<file path="src/rtl/pulse_train_gen.sv">
// Programmable pulse train generator with periodic, one-shot and N-pulse burst modes.
// Period/width loads land in a shadow copy and only become effective at a period boundary.
module pulse_train_gen #(
  parameter int WIDTH          = 27,
  parameter int DEFAULT_PERIOD = 100_000_000,
  parameter int DEFAULT_HIGH   = 1,
  parameter int BURST_W        = 8
) (
  input  logic               clk,
  input  logic               reset,
  input  logic               enable,
  input  logic [1:0]         mode,
  input  logic               trigger,
  input  logic               load,
  input  logic [WIDTH-1:0]   period_in,
  input  logic [WIDTH-1:0]   high_in,
  input  logic [BURST_W-1:0] burst_in,
  output logic               pulse,
  output logic               busy,
  output logic               done
);

  typedef enum logic {
    IDLE = 1'b0,
    RUN  = 1'b1
  } state_t;

  localparam logic [WIDTH-1:0]   DEF_P = WIDTH'(DEFAULT_PERIOD);
  localparam logic [WIDTH-1:0]   DEF_H = WIDTH'(DEFAULT_HIGH);
  localparam logic [BURST_W-1:0] ONE_N = BURST_W'(1);

  state_t             state_q, state_d;
  logic [WIDTH-1:0]   cnt_q, cnt_d;
  logic               pulse_q, pulse_d;
  logic               done_q, done_d;
  logic               periodic_q, periodic_d;
  logic [BURST_W-1:0] remaining_q, remaining_d;

  logic [WIDTH-1:0]   eff_period_q, eff_period_d;
  logic [WIDTH-1:0]   eff_high_q, eff_high_d;
  logic [BURST_W-1:0] eff_burst_q, eff_burst_d;
  logic [WIDTH-1:0]   sh_period_q, sh_period_d;
  logic [WIDTH-1:0]   sh_high_q, sh_high_d;
  logic [BURST_W-1:0] sh_burst_q, sh_burst_d;

  logic [WIDTH-1:0]   san_period;
  logic [WIDTH-1:0]   san_high;
  logic [BURST_W-1:0] san_burst;
  logic [WIDTH:0]     cnt_inc_wide;
  logic               wrap;
  logic               start;

  // Clamp loaded values so the counter always has a legal high and low phase.
  always_comb begin
    san_period = period_in;
    if (period_in < WIDTH'(2)) begin
      san_period = WIDTH'(2);
    end
    san_high = high_in;
    if (high_in == '0) begin
      san_high = WIDTH'(1);
    end else if (high_in >= san_period) begin
      san_high = san_period - WIDTH'(1);
    end
    san_burst = burst_in;
    if (burst_in == '0) begin
      san_burst = ONE_N;
    end
  end

  always_comb begin
    sh_period_d = sh_period_q;
    sh_high_d   = sh_high_q;
    sh_burst_d  = sh_burst_q;
    if (load) begin
      sh_period_d = san_period;
      sh_high_d   = san_high;
      sh_burst_d  = san_burst;
    end
  end

  assign wrap         = (cnt_q == (eff_period_q - WIDTH'(1)));
  assign cnt_inc_wide = {1'b0, cnt_q} + (WIDTH + 1)'(1);
  assign start        = (mode == 2'b00) || trigger;

  // Effective values follow the shadow (including a same-cycle load) whenever
  // the generator is idle or crosses a period boundary, so no period is cut short.
  always_comb begin
    state_d      = state_q;
    cnt_d        = cnt_q;
    pulse_d      = pulse_q;
    done_d       = 1'b0;
    periodic_d   = periodic_q;
    remaining_d  = remaining_q;
    eff_period_d = eff_period_q;
    eff_high_d   = eff_high_q;
    eff_burst_d  = eff_burst_q;

    if (!enable) begin
      state_d      = IDLE;
      cnt_d        = '0;
      pulse_d      = 1'b0;
      eff_period_d = sh_period_d;
      eff_high_d   = sh_high_d;
      eff_burst_d  = sh_burst_d;
    end else begin
      case (state_q)
        IDLE: begin
          eff_period_d = sh_period_d;
          eff_high_d   = sh_high_d;
          eff_burst_d  = sh_burst_d;
          pulse_d      = 1'b0;
          if (start) begin
            state_d     = RUN;
            cnt_d       = '0;
            pulse_d     = 1'b1;
            periodic_d  = (mode == 2'b00);
            remaining_d = (mode == 2'b10) ? sh_burst_d : ONE_N;
          end
        end
        RUN: begin
          if (wrap) begin
            eff_period_d = sh_period_d;
            eff_high_d   = sh_high_d;
            eff_burst_d  = sh_burst_d;
            cnt_d        = '0;
            if (periodic_q || (remaining_q > ONE_N)) begin
              pulse_d = 1'b1;
              if (!periodic_q) begin
                remaining_d = remaining_q - ONE_N;
              end
            end else begin
              state_d = IDLE;
              pulse_d = 1'b0;
              done_d  = 1'b1;
            end
          end else begin
            cnt_d   = cnt_inc_wide[WIDTH-1:0];
            pulse_d = (cnt_inc_wide < {1'b0, eff_high_q});
          end
        end
        default: begin
          state_d = IDLE;
          cnt_d   = '0;
          pulse_d = 1'b0;
        end
      endcase
    end
  end

  always_ff @(posedge clk or negedge reset) begin
    if (!reset) begin
      state_q      <= IDLE;
      cnt_q        <= '0;
      pulse_q      <= 1'b0;
      done_q       <= 1'b0;
      periodic_q   <= 1'b0;
      remaining_q  <= '0;
      eff_period_q <= DEF_P;
      eff_high_q   <= DEF_H;
      eff_burst_q  <= ONE_N;
      sh_period_q  <= DEF_P;
      sh_high_q    <= DEF_H;
      sh_burst_q   <= ONE_N;
    end else begin
      state_q      <= state_d;
      cnt_q        <= cnt_d;
      pulse_q      <= pulse_d;
      done_q       <= done_d;
      periodic_q   <= periodic_d;
      remaining_q  <= remaining_d;
      eff_period_q <= eff_period_d;
      eff_high_q   <= eff_high_d;
      eff_burst_q  <= eff_burst_d;
      sh_period_q  <= sh_period_d;
      sh_high_q    <= sh_high_d;
      sh_burst_q   <= sh_burst_d;
    end
  end

  assign pulse = pulse_q;
  assign busy  = (state_q == RUN);
  assign done  = done_q;

  // The counter must never run past the active period.
  a_cnt_in_range: assert property (@(posedge clk) disable iff (!reset)
    (state_q == RUN) |-> (cnt_q < eff_period_q));

  a_done_idle: assert property (@(posedge clk) disable iff (!reset)
    done_q |-> (state_q == IDLE));

endmodule

</file>
<file path="config.mk">
export PLATFORM = sky130hd
export DESIGN_NAME = pulse_train_gen
export DESIGN_NICKNAME = d
export VERILOG_FILES = /design/src/rtl/pulse_train_gen.sv
export SDC_FILE = /design/constraint.sdc
export NUM_CORES = 1
export LEC_CHECK = 0
export CAP_MARGIN = 25
export CORE_ASPECT_RATIO = 0.7
export CORE_UTILIZATION = 35
export CTS_BUF_LIST = sky130_fd_sc_hd__clkbuf_2 sky130_fd_sc_hd__clkbuf_4 sky130_fd_sc_hd__clkbuf_8
export DETAILED_ROUTE_END_ITERATION = 7
export MAX_ROUTING_LAYER = met4
export PLACE_DENSITY = 0.64
export SETUP_SLACK_MARGIN = 0.2
export SKIP_LAST_GASP = 1
export SLEW_MARGIN = 20
export SYNTH_ARGS = -nofsm -noshare
export SYNTH_HDL_FRONTEND = slang
export SYNTH_SLANG_ARGS = --single-unit
</file>
<file path="constraint.sdc">
create_clock -name clk -period 4.39 [get_ports clk]
set_input_delay 0.6585 -clock clk [delete_from_list [all_inputs] [get_ports clk]]
set_output_delay 0.6585 -clock clk [all_outputs]
set_load 0.01 [all_outputs]
</file>
==> flow_summary.yaml, run 1 <==
power_and_ir_drop:
  combPwrFrac_pct: 25.6
  internal_power_uw: 2633
  p_leak_uw: 0.005405
  p_switching_uw: 1241
  max-vdd-ir-drop_mv: 0.2114
  pwr-share-seq_pct: 46.0
  switching_share_pct: 32.04
  power_density_nw_per_um2: 317.8
  clkPwrFrac_pct: 28.4
clock_network:
  cts_max_path_buffers: 2
  postCtsHoldBufs: 0
  root_buffer: "clkbuf_8"
  cts_tree: "yes"
  clock_sinks: 155
  htree_levels: 4
  insertion_delay_ns: 0.49
  numCtsBuffers: 17
  path_clk_slew_ns: 0.09
timing:
  worst_slack_ns: 0.07682
  drv_slew: 0
  tightest_slew_ns: 1.040
  slew_headroom_pct: 30.66
  fmax_mhz: 231.8
  rsz0062_at_grt: "true"
  min_period_ns: 4.313
  finalCritPeriodShare_pct: 98.25
  finalSetupViolations: 0
  hold_viol: 0
  holdWs_ns: 0.2523
  finClkSkew_ns: 0.01684
worst_setup_path:
  end_kind: "flop"
  critPathArrivalTime_ns: 4.69
  start_kind: "primary input"
  crit_path_max_fanout: 5
  r2r_setup_slack_ns: 0.57
  critPathRequiredTime_ns: 4.76
  crit_type: "primary input to flop"
cells_and_area:
  drive_gt1_share_pct: 23.25
  syn2layout_area_growth_pct: 25.41
  antenna_cells: 0
  fin_nets: 1258
  fill_cells: 2601
route:
  drt_iter0_markers: 629
  drt-pass1-iter-count: 5
  drcViolationCount: 0
  wl_um: 26890
  viasPerCell: 5.324
  avgRoutedWirePerCell_um: 17.83
  ant_nets: 0
  vias: 8028
grt:
  grt_pass1_vias: 7751
  grt_remaining_overflow: 0
  grt_pass1_wl_um: 42790
  antenna_found_initial: 0
  grt_max_degree: 102
  track_usage_pct: 20.01
place:
  portBuffers: 71
  dp_hpwl_um: 19850
  dp_slack_ns: -0.6390
  gp_congestion: 0.9461
yosys:
  synth_most_common_cell: "dfrtp_1"
  syn_avg_cell_area_sq_um: 9.918
  synth-main-ff-cell: "dfrtp_1"
  synth_area_leaders: "dfrtp_1 33%, ha_1 7.5%, dfstp_2 7.3%"
  synth_seq_cells: 155
  synth_nets: 1107
  synth_top_area_cell: "dfrtp_1"
  synth-seq-area-share_pct: 40.25
  synth_edf_count: 0
  synth_common_cells: "128 x dfrtp_1, 75 x inv_1, 64 x nor2_1"
  synth.distinct_cells: 75
  yosys_warnings: 0
  netlist_instances: 980
  synth_top_area_share_pct: 32.96
  synthArstFlopShare_pct: 100.0
  syn_area_sq_um: 9719
run:
  cap_violations: 0
die:
  core-area_sq_um: 27030
  dieArea_sq_um: 28450
  die_h_um: 141.4
  die_x_um: 201.2
  initial_core_util_pct: 35.96
  placementRows: 50
  pin_count: 72
hold_path:
  worstHoldPathType: "primary input to asynchronous set/reset pin"
status:
  outcome: "complete, no violations"
## cells by family after synthesis
| logic type | share of synthesized area (%) |
|---|---|
| buffers and inverters | 5.046 |
| AND/OR/NAND/NOR | 15.47 |
| XOR/XNOR | 7.029 |
| multiplexers | 11.15 |
| adder cells (fa/ha/maj) | 7.467 |
| flip-flops | 40.25 |
| AO/OA/AOI/OAI | 13.58 |
## per-layer routing
metal	vias to the layer above	global-route usage (%)	wire [um]
met1	3967	29.02	13700
met5	-	-	0
li1	3828	-	-
met4	0	4.585	257
met2	207	28.45	11590
met3	26	4.042	1341
## path summary, 6_finish.rpt
check	end	startpoint	depth (start not counted)
setup / recovery	eff_high_q[18]$_DFFE_PN0P_	period_in[17]	19
hold / removal	eff_high_q[8]$_DFFE_PN0P_	reset	1
setup reg to reg	pulse$_DFF_PN0_	cnt_q[3]$_DFFE_PN0P_	14
hold reg to reg	sh_high_q[17]$_DFF_PN0_	sh_high_q[17]$_DFF_PN0_	2
max in group asynchronous	eff_period_q[14]$_DFFE_PN1P_	reset	2
min in group clk	sh_high_q[17]$_DFF_PN0_	sh_high_q[17]$_DFF_PN0_	2
## layout by cell type (no fill, tap or decap), types with 26 or more instances in the layout
| master | n |
|---|---|
| inv_1 | 74 |
| xnor2_1 | 57 |
| buf_4 | 94 |
| a21oi_1 | 33 |
| o21ai_0 | 26 |
| mux2_1 | 34 |
| ha_1 | 56 |
| nand3_1 | 26 |
| nor3_1 | 30 |
| dfstp_2 | 27 |
| mux2_2 | 34 |
| clkdlybuf4s50_1 | 56 |
| dfrtp_1 | 128 |
| nand2_1 | 41 |
| nor2_1 | 64 |
## worst max-delay path, cell delays in order
cell and delay, ns:
buf_6 0.09, or4_4 0.54, or4_4 0.52, buf_6 0.14
nor3_2 0.15, buf_4 0.16, a21oi_4 0.06, ha_4 0.26
nand2_2 0.07, o21ai_2 0.05, a221o_1 0.34, a311o_1 0.37
a211oi_4 0.31, buf_6 0.17, buf_16 0.11, buf_6 0.09
mux2i_1 0.18, o2bb2ai_1 0.11, mux2_4 0.28
## sequential cells by signal (all words and copies together) (netlist names)
signal / count
busy: 1
cnt_q: 27
done: 1
eff_high_q: 27
eff_period_q: 27
periodic_q: 1
pulse: 1
remaining_q: 8
sh_burst_q: 8
sh_high_q: 27
sh_period_q: 27
## area by class of cell
cell class,instances,area [sq um],share of cell area [%]
Clock buffer,19,249.0,2.043
Clock inverter,13,138.9,1.139
Inverter,75,281.5,2.310
Multi-Input combinational cell,703,5545,45.49
Sequential cell,155,3913,32.10
Tap cell,364,455.4,3.736
Timing Repair Buffer,179,1607,13.18
## stage by stage
step | area (sq um) | setup TNS [ns] | total power [uW] | util, % | instances
after floorplan | 9797 | 0 | 2371 | - | 980
after global placement | 11320 | -18.30 | 2707 | 41.87 | 1440
after detailed placement | 11320 | -23.67 | 2730 | 41.87 | 1440
after CTS | 11960 | 0 | 3869 | 44.24 | 1503
after global routing | 12190 | 0 | 4101 | 45.10 | 1508
final | 12190 | 0 | 3874 | 45.10 | 1508
## what timing repair did
item,CTS,global route
endpoints found under the setup margin,37,35
cloned,1,0
hold endpoints to repair,0,0
pin swaps,16,19
resized for setup,35,38
setup buffers,30,5
## power groups by stage
stage               clock network, uW  logic [uW]  registers [uW]
finish                           1100         991            1780
global route                     1190        1100            1810
floorplan                           0         628            1740
detailed placement                  0         925            1800
global placement                    0         905            1800
CTS                              1130         958            1780
Power figures use the tool's default switching activity.
==> inputs of run 2 (changes only) <==
--- a/config.mk
+++ b/config.mk
@@ -10,6 +10,7 @@
 export CORE_UTILIZATION = 35
 export CTS_BUF_LIST = sky130_fd_sc_hd__clkbuf_2 sky130_fd_sc_hd__clkbuf_4 sky130_fd_sc_hd__clkbuf_8
 export DETAILED_ROUTE_END_ITERATION = 7
+export GPL_TIMING_DRIVEN = 0
 export MAX_ROUTING_LAYER = met4
 export PLACE_DENSITY = 0.64
 export SETUP_SLACK_MARGIN = 0.2
==> flow_summary.yaml, run 2 (synthesized netlist as in run 1, its figures left out) <==
cells_and_area:
  syn2layout_area_growth_pct: 25.85
  fin_area_sq_um: 12230
  drive_gt1_share_pct: 22.46
  layout_common_cells: "128 x dfrtp_1, 74 x inv_1, 62 x nor2_1, 57 x xnor2_1, 56 x ha_1"
  antenna_cells: 0
  final_common_cell: "dfrtp_1"
  fin_util_pct: 45.26
  fill_cells: 2563
  fin_nets: 1236
worst_setup_path:
  critPathRequiredTime_ns: 4.75
  r2r_setup_slack_ns: 0.35
  end_kind: "flop"
  crit_path_max_fanout: 5
  crit_type: "primary input to flop"
  start_kind: "primary input"
  r2r-start: "eff_period_q[7]$_DFFE_PN0P_"
  critPathArrivalTime_ns: 4.65
  reg2reg_depth: 9
  crit_start: "period_in[18]"
  r2r_end: "cnt_q[18]$_DFFE_PN0P_"
route:
  vias: 8027
  avgRoutedWirePerCell_um: 19.19
  wl_um: 28510
  ant_nets: 0
  drt-pass1-iter-count: 5
  drt_iter0_markers: 537
  drcViolationCount: 0
  viasPerCell: 5.402
timing:
  rsz0062_at_grt: "true"
  finalSetupViolations: 0
  finalCritPeriodShare_pct: 97.68
  holdWs_ns: 0.09634
  min_period_ns: 4.288
  finClkSkew_ns: 0.01582
  tightest_slew_ns: 1.035
  drv_slew: 0
  finalSetupTns_ns: 0
  slew_headroom_pct: 30.34
  fmax_mhz: 233.2
  hold_viol: 0
clock_network:
  insertion_delay_ns: 0.47
  root_buffer: "clkbuf_8"
  numCtsBuffers: 17
  postCtsHoldBufs: 0
  path_clk_slew_ns: 0.09
  htree_levels: 4
  cts_tree: "yes"
  clock_sinks: 155
  cts_max_path_buffers: 2
die:
  pin_count: 72
  core-area_sq_um: 27030
  die_h_um: 141.4
  die_x_um: 201.2
  placementRows: 50
  dieArea_sq_um: 28450
  initial_core_util_pct: 35.96
power_and_ir_drop:
  p_leak_uw: 0.005302
  max-vdd-ir-drop_mv: 0.1779
  p_total_uw: 4076
  power_density_nw_per_um2: 333.2
place:
  dpl_cell_area_sq_um: 10990
  portBuffers: 70
  dp_hpwl_um: 21290
  gp_congestion: 0.9000
grt:
  grt_remaining_overflow: 0
  antenna_found_initial: 0
  grt_pass1_vias: 7794
  grt_max_degree: 99
  grt_pass1_wl_um: 44240
  track_usage_pct: 20.97
hold_path:
  worstHoldPathType: "primary input to asynchronous set/reset pin"
status:
  outcome: "complete, no violations"
run:
  cap_violations: 0
run 2: cell types whose count changed in the layout (fill, tap and decap cells not counted), moves of 7 or more:
cell,change
mux2i_4,+9
buf_4,-58
o2bb2ai_2,+12
clkbuf_1,+29
mux2i_1,-8
buf_2,+7
o2bb2ai_1,-12
run 2: final cells by class:
class	count	area, sq um	share of cell area [%]
plain buffers	47	282.8	2.312
clock buffers	21	289.0	2.363
clock inverters	11	157.7	1.289
inverters	75	281.5	2.302
multi-input cells	703	5789	47.33
flip-flops and latches	155	3913	31.99
well taps	364	455.4	3.723
repair buffers	110	1064	8.695
run 2: how the worst max path moves through the flow:
stage	to	slack, ns	depth (start not counted)
after detailed placement	eff_high_q[24]$_DFFE_PN0P_	-1.42	16
after global routing	eff_high_q[13]$_DFFE_PN0P_	0.04	18
final	eff_high_q[11]$_DFFE_PN0P_	0.10	18
after CTS	eff_high_q[20]$_DFFE_PN0P_	0.08	17
after floorplan	eff_high_q[11]$_DFFE_PN0P_	0.08	16
after global placement	cnt_q[22]$_DFFE_PN0P_	-3.79	1
run 2: report_power, final:
| part | switching [uW] | total, uW | internal [uW] |
|---|---|---|---|
| sequential | 132 | 1770 | 1630 |
| clock | 596 | 1230 | 634 |
| combinational | 578 | 1080 | 503 |
run 2: per-layer routing:
layer  GRT usage (%)  vias to the layer above  wire (um)
met1           31.75                     4005      14790
met3           3.537                       18       1703
met4           3.708                        0        208
li1                -                     3799          -
met2           29.19                      205      11810
met5               -                        -          0
run 2: stage by stage:
step | worst slack [ns] | instances
floorplan | 0.07881 | 980
global placement | -3.794 | 1414
detailed placement | -1.423 | 1415
CTS | 0.08088 | 1481
global route | 0.03793 | 1486
finish | 0.1018 | 1486
run 2: worst max-delay path: stages:
cell and delay [ns]:
buf_8 0.10, or4_4 0.54, or4_4 0.46, or3_4 0.43, o21ai_4 0.15, inv_2 0.07, ha_4 0.20, nand4_1 0.09
nor4_2 0.07, o21a_1 0.18, a311o_1 0.33, a211oi_4 0.32, buf_8 0.18, buf_6 0.11, buf_12 0.13, mux2i_1 0.25
o2bb2ai_2 0.09, mux2_4 0.28
run 2: what timing repair did:
item | CTS | global route
buffers inserted | 33 | 4
pin swaps | 25 | 23
endpoints found under the setup margin | 61 | 83
gates resized for setup | 113 | 49
cloned | 1 | 1
endpoints found under the hold margin | 0 | 0
